**src/rtl/writeback_regfile.sv**
```systemverilog
// Writeback stage and 16-entry architectural register file. Plain results commit directly.
// Loads and stores run a single-outstanding memory handshake. Two read ports are forwarded.
module writeback_regfile #(
  parameter int unsigned DATA_W = 8,
  parameter int unsigned ADDR_W = 4
) (
  input  logic              clk,
  input  logic              rst,
  input  logic              in_valid,
  output logic              in_ready,
  input  logic [DATA_W-1:0] alu_out,
  input  logic [ADDR_W-1:0] write_addr,
  input  logic              mem_r,
  input  logic              mem_w,
  output logic              mem_req,
  output logic              mem_we,
  output logic [DATA_W-1:0] mem_addr,
  output logic [DATA_W-1:0] mem_wdata,
  input  logic              mem_ack,
  input  logic [DATA_W-1:0] mem_rdata,
  input  logic [ADDR_W-1:0] rd_addr_a,
  output logic [DATA_W-1:0] rd_data_a,
  input  logic [ADDR_W-1:0] rd_addr_b,
  output logic [DATA_W-1:0] rd_data_b,
  output logic              wb_valid,
  output logic [ADDR_W-1:0] wb_addr,
  output logic [DATA_W-1:0] wb_data
);

  localparam int unsigned NumRegs = 1 << ADDR_W;

  typedef enum logic [1:0] {StIdle, StLoad, StStore} state_e;

  state_e            state_q, state_d;
  logic [DATA_W-1:0] regs_q [NumRegs];
  logic [DATA_W-1:0] regs_d [NumRegs];
  logic              mem_req_q, mem_req_d;
  logic              mem_we_q, mem_we_d;
  logic [DATA_W-1:0] mem_addr_q, mem_addr_d;
  logic [DATA_W-1:0] mem_wdata_q, mem_wdata_d;
  logic [ADDR_W-1:0] dest_q, dest_d;
  logic              wb_valid_q, wb_valid_d;
  logic [ADDR_W-1:0] wb_addr_q, wb_addr_d;
  logic [DATA_W-1:0] wb_data_q, wb_data_d;

  logic              plain_acc, load_ack, wr_en;
  logic [ADDR_W-1:0] commit_addr;
  logic [DATA_W-1:0] commit_data;
  logic [DATA_W-1:0] store_data;

  assign plain_acc = in_valid && (state_q == StIdle) && !mem_r && !mem_w;
  assign load_ack  = (state_q == StLoad) && mem_ack;

  // At most one of plain_acc / load_ack can be true, so a single commit port suffices.
  always_comb begin
    commit_addr = write_addr;
    commit_data = alu_out;
    if (load_ack) begin
      commit_addr = dest_q;
      commit_data = mem_rdata;
    end
  end

  assign wr_en = (plain_acc || load_ack) && (commit_addr != '0);

  function automatic logic [DATA_W-1:0] fwd(input logic [ADDR_W-1:0] a,
                                            input logic              en,
                                            input logic [ADDR_W-1:0] ca,
                                            input logic [DATA_W-1:0] cd,
                                            input logic [DATA_W-1:0] rv);
    if (a == '0)            return '0;
    else if (en && ca == a) return cd;
    else                    return rv;
  endfunction

  assign rd_data_a  = fwd(rd_addr_a, wr_en, commit_addr, commit_data, regs_q[rd_addr_a]);
  assign rd_data_b  = fwd(rd_addr_b, wr_en, commit_addr, commit_data, regs_q[rd_addr_b]);
  assign store_data = fwd(write_addr, wr_en, commit_addr, commit_data, regs_q[write_addr]);

  always_comb begin
    regs_d = regs_q;
    if (wr_en) regs_d[commit_addr] = commit_data;
  end

  always_comb begin
    state_d     = state_q;
    mem_req_d   = mem_req_q;
    mem_we_d    = mem_we_q;
    mem_addr_d  = mem_addr_q;
    mem_wdata_d = mem_wdata_q;
    dest_d      = dest_q;
    wb_valid_d  = wr_en;
    wb_addr_d   = wr_en ? commit_addr : wb_addr_q;
    wb_data_d   = wr_en ? commit_data : wb_data_q;
    unique case (state_q)
      StIdle: begin
        if (in_valid && mem_r) begin
          state_d    = StLoad;
          mem_req_d  = 1'b1;
          mem_we_d   = 1'b0;
          mem_addr_d = alu_out;
          dest_d     = write_addr;
        end else if (in_valid && mem_w) begin
          state_d     = StStore;
          mem_req_d   = 1'b1;
          mem_we_d    = 1'b1;
          mem_addr_d  = alu_out;
          mem_wdata_d = store_data;
        end
      end
      StLoad, StStore: begin
        if (mem_ack) begin
          state_d   = StIdle;
          mem_req_d = 1'b0;
          mem_we_d  = 1'b0;
        end
      end
      default: begin
        state_d   = StIdle;
        mem_req_d = 1'b0;
        mem_we_d  = 1'b0;
      end
    endcase
  end

  always_ff @(posedge clk or posedge rst) begin
    if (rst) begin
      state_q     <= StIdle;
      mem_req_q   <= 1'b0;
      mem_we_q    <= 1'b0;
      mem_addr_q  <= '0;
      mem_wdata_q <= '0;
      dest_q      <= '0;
      wb_valid_q  <= 1'b0;
      wb_addr_q   <= '0;
      wb_data_q   <= '0;
      for (int i = 0; i < NumRegs; i++) regs_q[i] <= '0;
    end else begin
      state_q     <= state_d;
      mem_req_q   <= mem_req_d;
      mem_we_q    <= mem_we_d;
      mem_addr_q  <= mem_addr_d;
      mem_wdata_q <= mem_wdata_d;
      dest_q      <= dest_d;
      wb_valid_q  <= wb_valid_d;
      wb_addr_q   <= wb_addr_d;
      wb_data_q   <= wb_data_d;
      regs_q      <= regs_d;
    end
  end

  assign in_ready  = (state_q == StIdle);
  assign mem_req   = mem_req_q;
  assign mem_we    = mem_we_q;
  assign mem_addr  = mem_addr_q;
  assign mem_wdata = mem_wdata_q;
  assign wb_valid  = wb_valid_q;
  assign wb_addr   = wb_addr_q;
  assign wb_data   = wb_data_q;

endmodule

```
**config.mk**
```make
export PLATFORM = sky130hd
export DESIGN_NAME = writeback_regfile
export DESIGN_NICKNAME = d
export VERILOG_FILES = /design/src/rtl/writeback_regfile.sv
export SDC_FILE = /design/constraint.sdc
export NUM_CORES = 1
export LEC_CHECK = 0
export ABC_AREA = 1
export BUFFER_PORTS_ARGS = -buffer_cell sky130_fd_sc_hd__buf_4
export CORE_ASPECT_RATIO = 0.9
export CORE_MARGIN = 2
export CORE_UTILIZATION = 40
export DETAILED_ROUTE_END_ITERATION = 6
export SYNTH_ARGS = -nofsm -noshare
export SYNTH_HDL_FRONTEND = slang
export SYNTH_SLANG_ARGS = --single-unit
```
**constraint.sdc**
```tcl
create_clock -name clk -period 9.03 [get_ports clk]
set_input_delay 0.903 -clock clk [delete_from_list [all_inputs] [get_ports clk]]
set_output_delay 0.903 -clock clk [all_outputs]
set_load 0.01 [all_outputs]
```
==> out/qor.csv <==
stage,metric,value,unit
placed_design,GPL Wtd Cong,0.894,
worst_setup_path,CP endpoint kind,primary output,
clock_network,CTS tree,done,
drt,vias per inst,5.64,
drt,via count,11200,
finish,layout cells sized above 1,0.119,
placed_design,HPWL after detailed placement,25900,µm
synthesis,Yosys cell types,32,
worst_setup_path,critical path class,in -> out,
sta,"Hold Vio Cnt, Final",0,
placed_design,I/O Buffers,81,
synthesis,Ys Warns,0,
synthesis,ys flop type,dfrtp_1,
sta,Layout Skew,0.0122,ns
synthesis,Syn Inst Count,1619,
worst_setup_path,crit-path cells,buf_4 > clkinv_1 > o211ai_1 > nand4_1 > nand2_1 > nand2_1 > nor2_1 > nor2_1 > buf_4,
sta,Final Cycle Share,0.540,
finish,Synth-to-Final Area Change,10.9,%
floorplanning,row count,57,
status,status,"complete, but fails checks",
drt,Post-route DRC,2,
drt,max layer used,met4,
synthesis,"area leader, netlist",dfrtp_1,
sta,final setup TNS,0,ns
drt,Pre-Repair DR Iteration Count,7,
drt,drt first-iter violations,1593,
power_and_ir_drop,Pwr Density,276,nW/µm²
grt,total grt overflow,0,
drt,wl on met1,17600,µm
worst_setup_path,critical path peak fanout,98,
clock_network,clock sinks,164,
clock_network,CTS buffer count,17,
sta,Final Critical Period,4.88,ns
sta,"Slew Viols, Final",0,
finish,Finished Cell Area,12000,µm²
floorplanning,chip width,177,µm
power_and_ir_drop,total power,0.00332,W
finish,fin cells,1982,
sta,Relative slew margins,0.252,
synthesis,most frequent cell after synthesis,nand2_1,
status,failing checks,DRC,
drt,WL met3,3970,µm
drt,routed len/inst,20.1,µm
worst_setup_path,Critical Path Slowest Stage Cell,clkinv_1,
worst_setup_path,largest stage delay on the critical path,1.14,ns
clock_network,later-pin clock latency in the skew report,0.45,ns
clock_network,H-Tree Level Count,4,
synthesis,Synth top cells by count,"nand2_1, nand3_1, dfrtp_1",
synthesis,Post-synth ARST share,1.00,
sta,setup violators final,0,
clock_network,clk slew on worst S/H paths,0.06,ns
floorplanning,core box area,26800,µm²
worst_setup_path,Critical Path Start Type,primary input,
floorplanning,Die Ht,160,µm
synthesis,flop and latch count out of synthesis,164,
drt,DRT Wirelength,39900,µm
worst_setup_path,Worst EP arrival,3.98,ns
sta,Peak Freq,0.205,GHz
synthesis,Synth area leaders,"dfrtp_1, nand2_1, nand3_1, o21ai_0, a21oi_1",
power_and_ir_drop,Static Leak,5.66,nW
synthesis,Synth Area per Inst,6.68,µm²
floorplanning,# IOs,82,
grt,number of global-route vias before repair,10400,
placed_design,dpl ws,4.26,ns
sta,Worst-Margin Slew,1.12,ns
clock_network,Max Root-Sink Buffers,2,
power_and_ir_drop,Peak VDD IR,150,µV
synthesis,post-synth top area share,0.379,
clock_network,post-cts hold buffer count,0,
grt,pin count of the biggest net entering global routing,99,
grt,gr usage total,0.288,
grt,first-pass GRT wire length,61900,µm
floorplanning,Die Area,28400,µm²
synthesis,Post-Syn Nets,1655,
placed_design,Placed Instances,1950,
synthesis,Syn Std Cell Area,10800,µm²
synthesis,sequential share of the synthesized area,0.379,
worst_setup_path,CP Buf/Inv Count,3,
clock_network,Post-CTS Resized,0,
sta,worst setup margin,4.15,ns
worst_setup_path,required time worst endpoint,8.13,ns
drt,remaining antenna violation count,0,
finish,NumNets Final,1651,
sta,RSZ-0062 raised after global routing,no,
clock_network,post-CTS setup buffer count,0,
floorplanning,Initial Util,0.403,
grt,initial antenna violation count,0,
hold_path,Hold Crit Class,reg -> reg,
placed_design,Post-DP Area,11400,µm²
synthesis,Post-synth EDFFs,0,
drt,DR WL met2,17100,µm
job,Max-cap violations,0,
worst_setup_path,"CP delay by family, top",buffers and inverters,
finish,diodes inserted,0,
worst_setup_path,flop-to-flop setup slack,5.99,ns
clock_network,root buffer selected by CTS,clkbuf_16,
-- cell usage in the layout (no fill, tap or decap), drive strengths merged --
cell type  Yosys  layout
a21oi         82      82
a31oi          1       1
buf           44      91
bufinv         0       1
clkbuf        70      17
clkinv         3       8
clkinvlp       0       3
dfrtp        164     164
ha             2       2
inv          116     122
mux2           5       5
nand2        569     569
nand3        258     258
nand4          4       4
nor2          92      92
nor3           1       1
o211ai        39      39
o21ai        168     168
o22ai          1       1
-- state kept, by name (all words and copies together) (netlist names) --
register / cells
dest_q: 4
wb_valid: 1
wb_addr: 4
state_q: 2
regs_q: 128
mem_wdata: 8
mem_req: 1
wb_data: 8
mem_addr: 8
-- worst register-to-register path, stage by stage, from the launching register on --
cell and delay [ns]:
dfrtp_1 0.35, inv_1 0.07, ha_1 0.32, nand2_2 0.53, nand2_1 0.25, nand2_2 0.26, inv_2 0.12, nor3_4 0.29
nand3_2 0.46, nand2_1 0.17, o21ai_1 0.08
-- area by class of cell --
class                      instances  area [µm²]
timing repair buffer              91         683
clock buffer                      17         425
clock inverter                    15         146
sequential                       164        4100
tap                              354         443
multi-input combinational       1222        5740
fill                            2800       14800
inverter                         119         457
-- kinds of logic (layout without fill, tap and decap cells) --
logic type	Yosys count	count (layout)	synth area share
buf+inv	233	242	0.0900
fa+ha+maj	2	2	0.00231
flops	164	164	0.379
simple gates	924	924	0.371
mux	5	5	0.00520
compound gates	291	291	0.152
-- layer usage --
| metal | vias up | track usage |
|---|---|---|
| met5 | - | 0 |
| met4 | 0 | 0.109 |
| met3 | 83 | 0.0588 |
| met2 | 626 | 0.420 |
| met1 | 5174 | 0.418 |
| li1 | 5287 | - |
-- path summary, 6_finish.rpt --
path / depth (start not counted) / startpoint / endpoint
max in group asynchronous: 3 / rst / regs_q[57]$_DFFE_PP0P_
max: 9 / rd_addr_a[0] / rd_data_a[7]
min in group asynchronous: 2 / rst / regs_q[4]$_DFFE_PP0P_
min: 0 / regs_q[121]$_DFFE_PP0P_ / regs_q[121]$_DFFE_PP0P_
max reg2reg: 10 / state_q[1]$_DFFE_PP0P_ / regs_q[119]$_DFFE_PP0P_
min reg2reg: 0 / regs_q[121]$_DFFE_PP0P_ / regs_q[121]$_DFFE_PP0P_
-- metrics by stage --
step                hold slack, ns  utilization
floorplan                    0.429            -
global placement             0.365        0.426
detailed placement           0.368        0.426
CTS                          0.384        0.447
global route                 0.402        0.447
finish                       0.380        0.447
-- report_power, final --
part / leakage (nW) / internal, W / switching (W)
sequential: 2.05 / 0.00105 / 0.000298
combinational: 3.34 / 0.000481 / 0.000752
clock: 0.274 / 0.000386 / 0.000345
(Power assumes the default switching activity.)
